==> src/rtl/frame_sync_descrambler.sv <==
// Frame-synchronised descrambler: hunts for SYNC_WORD, confirms lock over several frames and
// removes the x^15+x^14+1 additive keystream from each payload, reseeding at every frame boundary.
module frame_sync_descrambler #(
   parameter int                  SYNC_LEN   = 8,
   parameter logic [SYNC_LEN-1:0] SYNC_WORD  = 8'h47,
   parameter int                  FRAME_LEN  = 1496,
   parameter logic [14:0]         LFSR_SEED  = 15'h57E5,
   parameter int                  LOCK_CNT   = 3,
   parameter int                  UNLOCK_CNT = 2
) (
   input  logic clk,
   input  logic rst,
   input  logic in_valid,
   input  logic serial_in,
   output logic data_out,
   output logic data_valid,
   output logic frame_start,
   output logic locked,
   output logic sync_err
);

   localparam int POS_W   = $clog2(FRAME_LEN);
   localparam int WIN_W   = (SYNC_LEN > 1) ? $clog2(SYNC_LEN) : 1;
   localparam int MATCH_W = $clog2(LOCK_CNT + 1);
   localparam int MISS_W  = $clog2(UNLOCK_CNT + 1);

   typedef enum logic [1:0] {
      HUNT   = 2'd0,
      CHECK  = 2'd1,
      LOCKED = 2'd2
   } state_t;

   state_t              state_r;
   logic [14:0]         lfsr_r;
   logic [SYNC_LEN-2:0] sr_r;
   logic [POS_W-1:0]    pos_r;
   logic                in_win_r;
   logic [WIN_W-1:0]    win_cnt_r;
   logic [MATCH_W-1:0]  match_r;
   logic [MISS_W-1:0]   miss_r;

   logic [SYNC_LEN-1:0] sr_next_s;
   logic                hit_s;
   logic                win_end_s;
   logic                pos_last_s;

   function automatic logic [14:0] lfsr_step(input logic [14:0] l);
      return {l[13:0], l[14] ^ l[13]};
   endfunction

   // Sync-word compare including the current bit, plus frame-position decodes.
   always_comb begin
      sr_next_s  = {sr_r, serial_in};
      hit_s      = (sr_next_s == SYNC_WORD);
      win_end_s  = in_win_r && (win_cnt_r == WIN_W'(SYNC_LEN - 1));
      pos_last_s = (pos_r == POS_W'(FRAME_LEN - 1));
   end

   // Framing FSM, keystream generator and registered outputs.
   always_ff @(posedge clk or negedge rst) begin
      if (!rst) begin
         state_r     <= HUNT;
         lfsr_r      <= LFSR_SEED;
         sr_r        <= '0;
         pos_r       <= '0;
         in_win_r    <= 1'b0;
         win_cnt_r   <= '0;
         match_r     <= '0;
         miss_r      <= '0;
         data_out    <= 1'b0;
         data_valid  <= 1'b0;
         frame_start <= 1'b0;
         locked      <= 1'b0;
         sync_err    <= 1'b0;
      end else begin
         data_out    <= 1'b0;
         data_valid  <= 1'b0;
         frame_start <= 1'b0;
         sync_err    <= 1'b0;
         if (in_valid) begin
            sr_r <= sr_next_s[SYNC_LEN-2:0];
            case (state_r)
               HUNT: begin
                  if (hit_s) begin
                     state_r   <= (LOCK_CNT == 1) ? LOCKED : CHECK;
                     locked    <= (LOCK_CNT == 1);
                     match_r   <= MATCH_W'(1);
                     miss_r    <= '0;
                     lfsr_r    <= LFSR_SEED;
                     pos_r     <= '0;
                     in_win_r  <= 1'b0;
                     win_cnt_r <= '0;
                  end
               end
               CHECK, LOCKED: begin
                  if (!in_win_r) begin
                     lfsr_r <= lfsr_step(lfsr_r);
                     if (state_r == LOCKED) begin
                        data_out    <= serial_in ^ lfsr_r[0];
                        data_valid  <= 1'b1;
                        frame_start <= (pos_r == POS_W'(0));
                     end
                     if (pos_last_s) begin
                        in_win_r  <= 1'b1;
                        win_cnt_r <= '0;
                     end else begin
                        pos_r <= pos_r + POS_W'(1);
                     end
                  end else if (!win_end_s) begin
                     win_cnt_r <= win_cnt_r + WIN_W'(1);
                  end else begin
                     // Frame boundary: always reseed so a locked receiver flywheels over a bad sync.
                     in_win_r  <= 1'b0;
                     win_cnt_r <= '0;
                     pos_r     <= '0;
                     lfsr_r    <= LFSR_SEED;
                     if (state_r == CHECK) begin
                        if (hit_s) begin
                           match_r <= match_r + MATCH_W'(1);
                           if ((match_r + MATCH_W'(1)) == MATCH_W'(LOCK_CNT)) begin
                              state_r <= LOCKED;
                              locked  <= 1'b1;
                              miss_r  <= '0;
                           end
                        end else begin
                           state_r <= HUNT;
                           match_r <= '0;
                        end
                     end else begin
                        if (hit_s) begin
                           miss_r <= '0;
                        end else begin
                           sync_err <= 1'b1;
                           if ((miss_r + MISS_W'(1)) == MISS_W'(UNLOCK_CNT)) begin
                              state_r <= HUNT;
                              locked  <= 1'b0;
                              miss_r  <= '0;
                              match_r <= '0;
                           end else begin
                              miss_r <= miss_r + MISS_W'(1);
                           end
                        end
                     end
                  end
               end
               default: begin
                  state_r <= HUNT;
                  locked  <= 1'b0;
               end
            endcase
         end
      end
   end

endmodule

==> config.mk <==
export PLATFORM = sky130hd
export DESIGN_NAME = frame_sync_descrambler
export DESIGN_NICKNAME = d
export VERILOG_FILES = /design/src/rtl/frame_sync_descrambler.sv
export SDC_FILE = /design/constraint.sdc
export NUM_CORES = 1
export LEC_CHECK = 0
export ABC_AREA = 1
export ABC_CLOCK_PERIOD_IN_PS = 4400
export BUFFER_PORTS_ARGS = -buffer_cell sky130_fd_sc_hd__buf_2
export CELL_PAD_IN_SITES_DETAIL_PLACEMENT = 1
export CELL_PAD_IN_SITES_GLOBAL_PLACEMENT = 2
export CORE_MARGIN = 2
export CORE_UTILIZATION = 30
export CTS_CLUSTER_SIZE = 24
export DETAILED_ROUTE_END_ITERATION = 10
export GPL_ROUTABILITY_DRIVEN = 0
export PLACE_DENSITY = 0.71
export SLEW_MARGIN = 20
export SYNTH_ARGS = -nofsm -noshare
export SYNTH_HDL_FRONTEND = slang
export SYNTH_SLANG_ARGS = --single-unit
==> constraint.sdc <==
create_clock -name clk -period 4.4 [get_ports clk]
set_clock_uncertainty 0.2 [all_clocks]
set_input_delay 0.22 -clock clk [delete_from_list [all_inputs] [get_ports clk]]
set_output_delay 0.22 -clock clk [all_outputs]
set_load 0.005 [all_outputs]
== After elaboration in Yosys (flattened, before gate mapping) ==
Index checks and enable logic that the tools add are counted.

* Add/subtract/negate cells: 4
* Equality and inequality tests: 19
* Mux-type cells: 68
* Bitwise gates (word level): 2
* Reductions and logical operators: 13

{| class="wikitable"
|+ Operator list
! operator !! count
|-
| $mux W15 || 3
|-
| $mux W11 || 4
|-
| $mux W2 || 20
|-
| $pmux W15 S2 || 1
|-
| $mux W1 || 29
|-
| $ne A3 B3 Y1 const B || 9
|-
| $pmux W11 S2 || 1
|-
| $reduce_and A7 Y1 || 3
|-
| $mux W3 || 4
|-
| $pmux W2 S2 || 3
|-
| $add A11 B1 Y11 const B || 1
|-
| $eq A11 B11 Y1 const B || 1
|-
| $logic_not A11 Y1 || 1
|-
| $eq A8 B7 Y1 const B || 1
|-
| $reduce_and A4 Y1 || 2
|-
| $reduce_and A8 Y1 || 1
|-
| $eq A2 B2 Y1 const B || 3
|-
| $ne A2 B2 Y1 const B || 3
|-
| $pmux W3 S2 || 1
|-
| $reduce_and A5 Y1 || 1
|-
| $add A2 B1 Y2 const B || 2
|-
| $pmux W1 S2 || 2
|-
| $add A3 B1 Y3 const B || 1
|-
| $eq A3 B3 Y1 const B || 1
|-
| other kinds (7) || 8
|}

* Register bits after elaboration: 48
* Input port bits: 4
* Output and inout port bits: 5
* Logic and storage cells: 119

== Longest topological paths before layout ==
* Word-level depth: 8
* Depth in mapped cells: 11
* Depth with buffers taken out: 11

== Worst setup path before layout ==
No wires, ideal clock.

* Path type: reg2reg
* Start point: reg state_r[0]
* End point: reg lfsr_r[3]
* Setup time: 0.120 ns
* Arrival: 1.558 ns
* Data required time: 4.080 ns
* Path slack: 2.521 ns
* Stages on the path, launching flop included: 10
* Buffers on the path: 1
* Period minus slack after synthesis: 1.879 ns
* Path through: dfrtp_1 inv_1 ha_1 inv_2 nor2_1 nand2_1 nand2_2 buf_2 o21ai_0 nand2_1

* Word-level cells in the longest chain between the ends: 4
* Elaborated cells between the ends (all ways): 9
* Those cells by class: 4 x eq/ne; 1 x mux; 4 x reduce/logical

{| class="wikitable"
|+ RTL lines
! element !! line !! text
|-
| from (decl) || 33 || <nowiki>state_t state_r;</nowiki>
|-
| from (signal assigned) || 85 || <nowiki>state_r <= (LOCK_CNT == 1) ? LOCKED : CHECK;</nowiki>
|-
| $eq A2 B2 Y1 / $eq A2 B1 Y1 (equally long branches) || 82 || <nowiki>case (state_r)</nowiki>
|-
| $reduce_or A2 Y1 || 82 ||
|-
| $ne A3 B3 Y1 (no source line) / $reduce_bool A2 Y1 (equally long branches) || -- ||
|-
| $reduce_and A4 Y1 (no source line) || -- ||
|-
| to (signal assigned) || 97 || <nowiki>lfsr_r <= lfsr_step(lfsr_r);</nowiki>
|-
| to (decl) || 34 || <nowiki>logic [14:0] lfsr_r;</nowiki>
|}

Parallel ways exist; a longest one is shown, timed or not.
A chain may end at the register's enable or synchronous reset.

== Final worst setup path ==
* Start point: reg state_r[0]
* End point: reg lfsr_r[5]

The elaborated chain is that of the path after synthesis.

==> flow_summary.json <==
{
  "via_per_inst": 4.77,
  "r2r-start": "state_r[0]",
  "clk_pin_slew_ns": 0.10,
  "drt_iter0_drc": 29,
  "synth_top_area_share_pct": 35.6,
  "hold_slack_ns": 0.0792,
  "grt-ovfl-total": 0,
  "outcome": "finished, final reports clean",
  "finalCritPeriodShare_pct": 56.3,
  "p_leak_nw": 1.44,
  "grt_pass1_vias": 2319,
  "post_cts_resized": 0,
  "end_kind": "flop",
  "power_density_nw_per_um2": 577,
  "diodes": 0,
  "peakVddDrop_mv": 0.240,
  "wl_per_cell_um": 14.0,
  "cts.sinks": 48,
  "maxCapViolCount": 0,
  "clk_latency_ns": 0.31,
  "critPathLaunch": "state_r[0]",
  "fin_setup_tns_ns": 0,
  "startpoint_type": "flop",
  "rsz0062_at_grt": "no",
  "synthesis.area_um2": 2670,
  "synth.cells.most_frequent": "115 x nand2_1, 40 x nor2_1, 38 x dfrtp_1, 35 x inv_1",
  "critPathRequiredTime_ns": 4.46,
  "grt_antenna_before_repair": 0,
  "synth_nets": 371,
  "synth_top_area_cell": "dfrtp_1",
  "critPathArrivalTime_ns": 2.54,
  "hold-path-cell-count": 3,
  "netlist_top_cells_area": "dfrtp_1 36%, nand2_1 16%, dfstp_2 9.8%",
  "drive_gt1_share_pct": 10.9,
  "pin_count": 9,
  "hpwlAfterDp_um": 4730,
  "post_synth_num_cell_types": 28,
  "drcViolationCount": 0,
  "grt_max_degree": 49,
  "ant_nets": 0,
  "ys_ff_latch": 48,
  "worstMarginPinSlew_ns": 0.628,
  "cts_tree": "built",
  "core-area_um2": 8680,
  "yosys_warnings": 0,
  "cts_max_level": 2,
  "async_flop_share_pct": 100,
  "crit_fanout": 16,
  "grt_pass1_wl_um": 11500,
  "setup_viol": 0,
  "hold_class": "in2reg",
  "syn_to_final_growth_pct": 8.85,
  "start_util_pct": 30.8,
  "portBuffers": 8,
  "finalHoldViolations": 0,
  "dieArea_um2": 9680,
  "yosysSeqAreaShare_pct": 45.4,
  "ys.flop_type": "dfrtp_1",
  "min_period_ns": 2.48,
  "cts-root-buf": "clkbuf_8",
  "p_total_w": 0.00168,
  "num_rows": 34,
  "min_to": "sr_r[0]",
  "cts_buffers": 5,
  "die_width_um": 98.4,
  "drv_slew": 0,
  "totalWireLength_um": 6650,
  "die_h_um": 98.4,
  "criticalPathCategory": "reg2reg",
  "cts_buffer_depth": 2,
  "ff2ff_path_depth": 9,
  "reg2reg_to": "lfsr_r[5]",
  "r2r_slack_ns": 1.92,
  "firstDrtPassIters": 4,
  "grt_use_total_pct": 14.8,
  "max_freq_mhz": 404,
  "slew_headroom_pct": 58.1,
  "synth_edf_count": 0,
  "yosysMostFrequentCell": "nand2_1",
  "vias": 2261,
  "syn_area_per_cell_um2": 7.49,
  "layout.nets": 379,
  "min_from": "in_valid",
  "synth_cells": 357
}
-- per-layer routing --
layer  vias up  track usage, %  wire, µm
met4         0            4.43        76
met3         6            2.36        95
met1      1104            19.7      3270
met5         -               0         0
met2        10            24.9      3220
li1       1141               -         -
-- report_power, final --
part / internal [W] / total (W) / leakage, nW / switching, W
Combinational: 0.000197 / 0.000708 / 0.773 / 0.000511
Clock: 0.000129 / 0.000294 / 0.0521 / 0.000165
Sequential: 0.000593 / 0.000676 / 0.616 / 0.0000832
-- flip-flops by register name (all words and copies together) (netlist names) --
name	cells
data_out	1
data_valid	1
frame_start	1
in_win_r	1
lfsr_r	15
locked	1
match_r	2
miss_r	2
pos_r	11
sr_r	7
state_r	2
sync_err	1
win_cnt_r	3
-- what timing repair did --
action | in CTS | in global routing
buffers inserted | 0 | 0
hold endpoints to repair | 39 | 0
hold buffers | 2 | 0
-- cell type report --
type	count	area, µm²
clock buffers	6	82.6
well taps	108	135
repair buffers	11	67.6
inverters	37	139
fillers	1115	5770
clock inverters	2	12.5
flip-flops and latches	48	1210
multi-input cells	262	1260
-- worst max-delay path by stage --
stage,end,slack [ns],depth (start not counted)
global placement,lfsr_r[5],2.01,9
floorplan,lfsr_r[3],2.52,9
finish,lfsr_r[5],1.92,9
CTS,lfsr_r[5],1.89,9
global route,lfsr_r[5],1.65,9
detailed placement,lfsr_r[6],1.91,9
-- placed cells by master (no fill, tap or decap), types with 8 or more instances in the layout --
| cell type | n |
|---|---|
| buf_2 | 8 |
| dfrtp_1 | 38 |
| dfstp_2 | 10 |
| ha_1 | 10 |
| inv_1 | 35 |
| nand2_1 | 115 |
| nand3_1 | 27 |
| nor2_1 | 40 |
| o21ai_0 | 27 |
| o21ai_1 | 13 |
-- stage by stage --
stage	util (%)	std cells	worst slack, ns	cell area [µm²]
detailed placement	32.2	464	1.91	2790
finish	33.5	474	1.92	2910
global placement	32.2	464	2.01	2790
global route	33.5	474	1.65	2910
CTS	33.5	474	1.89	2910
floorplan	-	357	2.52	2670
-- cell families after synthesis --
| group | after synthesis | synth area share, % |
|---|---|---|
| AO/OA/AOI/OAI | 45 | 8.52 |
| flip-flops | 48 | 45.4 |
| AND/OR/NAND/NOR | 205 | 33.2 |
| XOR/XNOR | 2 | 0.656 |
| adder cells (fa/ha/maj) | 10 | 4.68 |
| buffers and inverters | 47 | 7.49 |
-- worst max-delay path, stage by stage, from the launching register on --
cell     delay, ns
dfrtp_1       0.39
inv_1         0.09
ha_1          0.39
inv_2         0.28
nor2_1        0.09
nand2_1       0.14
nand2_2       0.23
nor2_4        0.36
o21ai_0       0.16
nand2_1       0.09
(Power assumes the default switching activity.)
